==> config.mk <==
export PLATFORM = sky130hd
export DESIGN_NAME = uart_tx_unit
export DESIGN_NICKNAME = d
export VERILOG_FILES = /design/src/rtl/uart_tx_unit.sv
export SDC_FILE = /design/constraint.sdc
export NUM_CORES = 1
export LEC_CHECK = 0
export CAP_MARGIN = 20
export CORE_MARGIN = 2
export CORE_UTILIZATION = 60
export CTS_CLUSTER_DIAMETER = 60
export DETAILED_ROUTE_END_ITERATION = 16
export PLACE_DENSITY = 0.95
export SYNTH_ARGS = -nofsm -noshare
export SYNTH_HDL_FRONTEND = slang
export SYNTH_SLANG_ARGS = --single-unit
==> constraint.sdc <==
create_clock -name i_clk -period 2.9 [get_ports i_clk]
set_clock_uncertainty 0.15 [all_clocks]
set_input_delay 0.58 -clock i_clk [delete_from_list [all_inputs] [get_ports i_clk]]
set_output_delay 0.58 -clock i_clk [all_outputs]
set_load 0.02 [all_outputs]
==> src/rtl/uart_tx_unit.sv <==
// uart_tx_unit: byte-at-a-time UART transmitter (8N1, or 8E1 when UART_TX_PARITY_EN
// is defined) with a level start / done handshake toward the debug unit.
module uart_tx_unit #(
    parameter int SIZE_TRAMA   = 8,
    parameter int CLKS_PER_BIT = 5208,
    parameter int STOP_BITS    = 1
) (
    input  logic                  i_clk,
    input  logic                  i_reset,
    input  logic                  i_tx_start,
    input  logic [SIZE_TRAMA-1:0] i_tx_data,
    output logic                  o_tx,
    output logic                  o_tx_done,
    output logic [2:0]            o_debug_state
);

    localparam int CW = (CLKS_PER_BIT > 1) ? $clog2(CLKS_PER_BIT) : 1;
    localparam int IW = (SIZE_TRAMA > 1) ? $clog2(SIZE_TRAMA) : 1;
    localparam logic [CW-1:0] CNT_LAST = CW'(CLKS_PER_BIT - 1);
    localparam logic [IW-1:0] IDX_LAST = IW'(SIZE_TRAMA - 1);
    localparam bit TWO_STOP = (STOP_BITS == 2);

    localparam logic [2:0] S_IDLE   = 3'd0;
    localparam logic [2:0] S_START  = 3'd1;
    localparam logic [2:0] S_DATA   = 3'd2;
`ifdef UART_TX_PARITY_EN
    localparam logic [2:0] S_PARITY = 3'd3;
`endif
    localparam logic [2:0] S_STOP   = 3'd4;

    logic [2:0]            state_q, state_d;
    logic [CW-1:0]         cnt_q, cnt_d;
    logic [IW-1:0]         idx_q, idx_d;
    logic [SIZE_TRAMA-1:0] shift_q, shift_d;
    logic                  stop_cnt_q, stop_cnt_d;
    logic                  tx_q, tx_d;
    logic                  done_q, done_d;
`ifdef UART_TX_PARITY_EN
    logic                  parity_q, parity_d;
`endif

    logic                  bit_end;
    logic                  stop_last;
    logic [SIZE_TRAMA-1:0] shift_nx;

    always_comb begin
        state_d    = state_q;
        cnt_d      = cnt_q;
        idx_d      = idx_q;
        shift_d    = shift_q;
        stop_cnt_d = stop_cnt_q;
        tx_d       = tx_q;
        done_d     = done_q;
`ifdef UART_TX_PARITY_EN
        parity_d   = parity_q;
`endif
        bit_end   = (cnt_q == CNT_LAST);
        stop_last = !TWO_STOP || stop_cnt_q;
        shift_nx  = shift_q >> 1;

        // The bit-cycle counter free-runs while a frame is in flight.
        if (state_q != S_IDLE) begin
            cnt_d = bit_end ? '0 : cnt_q + 1'b1;
        end

        case (state_q)
            S_IDLE: begin
                tx_d   = 1'b1;
                done_d = 1'b1;
                if (i_tx_start) begin
                    shift_d    = i_tx_data;
                    state_d    = S_START;
                    tx_d       = 1'b0;
                    done_d     = 1'b0;
                    cnt_d      = '0;
                    idx_d      = '0;
                    stop_cnt_d = 1'b0;
`ifdef UART_TX_PARITY_EN
                    parity_d   = ^i_tx_data;
`endif
                end
            end
            S_START: begin
                if (bit_end) begin
                    state_d = S_DATA;
                    tx_d    = shift_q[0];
                end
            end
            S_DATA: begin
                if (bit_end) begin
                    shift_d = shift_nx;
                    idx_d   = idx_q + 1'b1;
                    if (idx_q == IDX_LAST) begin
`ifdef UART_TX_PARITY_EN
                        state_d = S_PARITY;
                        tx_d    = parity_q;
`else
                        state_d = S_STOP;
                        tx_d    = 1'b1;
`endif
                    end else begin
                        tx_d = shift_nx[0];
                    end
                end
            end
`ifdef UART_TX_PARITY_EN
            S_PARITY: begin
                if (bit_end) begin
                    state_d = S_STOP;
                    tx_d    = 1'b1;
                end
            end
`endif
            S_STOP: begin
                if (bit_end) begin
                    if (stop_last) begin
                        state_d = S_IDLE;
                        done_d  = 1'b1;
                    end else begin
                        stop_cnt_d = 1'b1;
                    end
                end
            end
            default: begin
                state_d = S_IDLE;
                tx_d    = 1'b1;
                done_d  = 1'b1;
            end
        endcase
    end

    always_ff @(posedge i_clk) begin
        if (i_reset) begin
            state_q    <= S_IDLE;
            cnt_q      <= '0;
            idx_q      <= '0;
            shift_q    <= '0;
            stop_cnt_q <= 1'b0;
            tx_q       <= 1'b1;
            done_q     <= 1'b1;
`ifdef UART_TX_PARITY_EN
            parity_q   <= 1'b0;
`endif
        end else begin
            state_q    <= state_d;
            cnt_q      <= cnt_d;
            idx_q      <= idx_d;
            shift_q    <= shift_d;
            stop_cnt_q <= stop_cnt_d;
            tx_q       <= tx_d;
            done_q     <= done_d;
`ifdef UART_TX_PARITY_EN
            parity_q   <= parity_d;
`endif
        end
    end

    assign o_tx          = tx_q;
    assign o_tx_done     = done_q;
    assign o_debug_state = state_q;

endmodule

==> results.yml, run 1 <==
floorplan:
  fp.dieH_um: 55.9
  initial_core_util_pct: 64.0
  die_w_um: 55.9
  fp.coreArea_sq_um: 2520
  io_pins: 16
  die-area_sq_um: 3120
  fp-row-count: 18
drt:
  wire_per_inst_um: 17.6
  drtAntennaViolNets: 0
  via_count: 1634
  drc: 0
  routed_wl_mm: 4.20
  via_per_inst: 6.87
  drt-pass1-iter-count: 4
  drt_iter0_drc: 109
logic_synthesis:
  ys_ff_latch: 29
  async_flop_share_pct: 0
  synth-edff-count: 0
  avgSynthCellArea_sq_um: 8.24
  synth_warnings: 0
  synth_area_sq_um: 1620
  ys_seq_area_share_pct: 35.9
  synth_cell_types: 51
  syn_inst: 196
  ys.flop_type: "dfxtp_1"
  synth_nets: 210
layout:
  nets: 221
  final_cell_area_sq_um: 1850
  final_cells: 238
  mostFrequentLayoutCells: "dfxtp_1 (29), nor2_1 (24), nand3_1 (15), clkdlybuf4s50_1 (15), nand2_1 (14)"
  antenna_cells: 0
  synthToLayoutAreaGrowth_pct: 14.4
  drive_gt1_share_pct: 13.9
  layout_commonest_cell: "dfxtp_1"
  final_core_util_pct: 73.3
  n_fill_cell: 196
sta:
  grt_setup_unrepaired: "false"
  finalCritPeriodShare_pct: 85.7
  setup_tns_ps: 0
  tightest_slew_ps: 563
  slew_headroom_pct: 62.4
  final-hold-violation-count: 0
  fmax_mhz: 403
  drv_slew: 0
  setup_viol: 0
  min_period_ps: 2480
  fin_ws_ps: 416
critical_path:
  cp_data_required_time_ps: 2170
  crit_type: "reg2out"
  cp_cell_sequence: "clkdlybuf4s50_1"
  endpoint_kind: "primary output"
  cp_max_fo: 18
  slowest_stage: "clkdlybuf4s50_1"
  crit_buf_inv: 1
  start_kind: "flip-flop"
  cp_data_arrival_time_ps: 1750
  critPathMaxStageDelay_ps: 710
  path_delay_family: "buffers and inverters"
placed_design:
  io_buffers: 15
  hpwlAfterDp_mm: 2.82
  pre_cts_ws_ps: 412
  dp_cells: 230
  place.gp.congestion: 0.865
  place_area_sq_um: 1760
grt:
  grt_overflow: 0
  grt_pass1_wl_mm: 7.12
  antenna_found_initial: 0
  grt_pass1_vias: 1611
  grt_usage_pct: 28.9
  grt_max_degree: 21
clock_tree:
  cts_tree: "done"
  cts_buffers: 5
  htree_levels: 2
  clk_latency_ps: 350
  path_clk_slew_ps: 100
  cts-root-buf: "clkbuf_4"
  cts_buffer_depth: 2
  postCtsSetupBuffers: 0
  cts_resized: 0
  holdBufCountCts: 0
  cts_num_sinks: 29
pwr:
  p_clk_share_pct: 40.1
  p_seq_share_pct: 48.6
  sw_frac_of_total_pct: 24.8
  p_leak_nw: 0.661
  power_switching_w: 0.000220
  irDropWorstVdd_mv: 0.646
  combPwrFrac_pct: 11.2
  p_int_w: 0.000669
  powerDensity_nw_per_um2: 481
min_path:
  hold_class: "reg2reg"
status:
  outcome: "finished, final reports clean"
job:
  drv_cap: 0
==> worst register-to-register path: cells and delay by family, from the launching register on <==
kind	cells	cell delay, ps
fa+ha+maj	1	310
compound gates	1	140
flops	1	400
mux	1	400
simple gates	2	810
==> synthesized netlist by cell type, drive strengths merged, types with 3 or more instances <==
library cell,n,area [sq um]
nand3,16,85.1
or3,3,20.0
a211oi,3,22.5
buf,6,31.3
and3,5,32.5
o221a,7,78.8
nor2,24,90.1
o21ai,7,35.0
clkbuf,8,31.3
nor3,6,35.0
ha,3,37.5
a21oi,6,30.0
a31oi,13,81.3
nand2,14,52.6
or4,4,33.8
nand4,5,31.3
dfxtp,29,581
inv,5,18.8
==> sequential cells by signal, summed over array words and instances, names as in the netlist <==
name           count
o_tx               1
cnt_q             13
shift_q            8
o_debug_state      3
o_tx_done          1
idx_q              3
==> through the flow <==
| step | hold slack [ps] | power (W) |
|---|---|---|
| 2_1_floorplan | 298 | 0.000499 |
| 3_3_place_gp | 318 | 0.000531 |
| 3_5_place_dp | 331 | 0.000537 |
| 4_1_cts | 359 | 0.000881 |
| 5_1_grt | 379 | 0.000919 |
| 6_report | 357 | 0.000889 |
==> area by class of cell <==
class	instances	area, sq um	share of cell area, %
Clock buffer	7	55.1	2.98
Clock inverter	1	30.0	1.62
Inverter	5	18.8	1.02
Multi-Input combinational cell	148	953	51.6
Sequential cell	29	581	31.4
Tap cell	30	37.5	2.03
Timing Repair Buffer	18	173	9.34
==> cells by family (layout without fill, tap and decap cells) <==
group	after synthesis	after routing	share of synthesized area, %
flops	29	29	35.9
fa+ha+maj	3	3	2.32
simple gates	91	91	31.8
compound gates	50	50	22.2
mux	4	4	2.63
buf+inv	19	31	5.03
==> routing by layer <==
| metal | vias up | global-route usage (%) | part of all wire [%] |
|---|---|---|---|
| met1 | 776 | 34.4 | 42 |
| met3 | 16 | 10.0 | 6.2 |
| met2 | 71 | 48.0 | 50 |
| met5 | - | 0 | 0 |
| li1 | 771 | - | - |
| met4 | 0 | 11.2 | 2.7 |
==> power groups by stage <==
stage          Combinational, W  Sequential [W]  Clock [W]
2_1_floorplan         0.0000613        0.000438          0
3_3_place_gp          0.0000928        0.000439          0
3_5_place_dp          0.0000976        0.000440          0
4_1_cts               0.0000979        0.000431   0.000352
5_1_grt                0.000109        0.000434   0.000376
6_report              0.0000998        0.000432   0.000357
==> path summary, 6_finish.rpt <==
kind,startpoint,end,slack (ps),depth (start not counted)
setup / recovery,o_debug_state[0]$_SDFFE_PP0P_,o_debug_state[0],420,1
hold / removal,cnt_q[9]$_SDFF_PP0_,cnt_q[9]$_SDFF_PP0_,360,1
setup reg to reg,cnt_q[0]$_SDFF_PP0_,idx_q[1]$_SDFFE_PP0P_,620,5
hold reg to reg,cnt_q[9]$_SDFF_PP0_,cnt_q[9]$_SDFF_PP0_,360,1
Note: power is estimated with default switching activity, not from simulation.
==> inputs of run 2 (changes only) <==
Settings changed: SLEW_MARGIN set to 10.
==> results of run 2 <==
No change in the layout: final DEF, timing and power equal those of run 1.
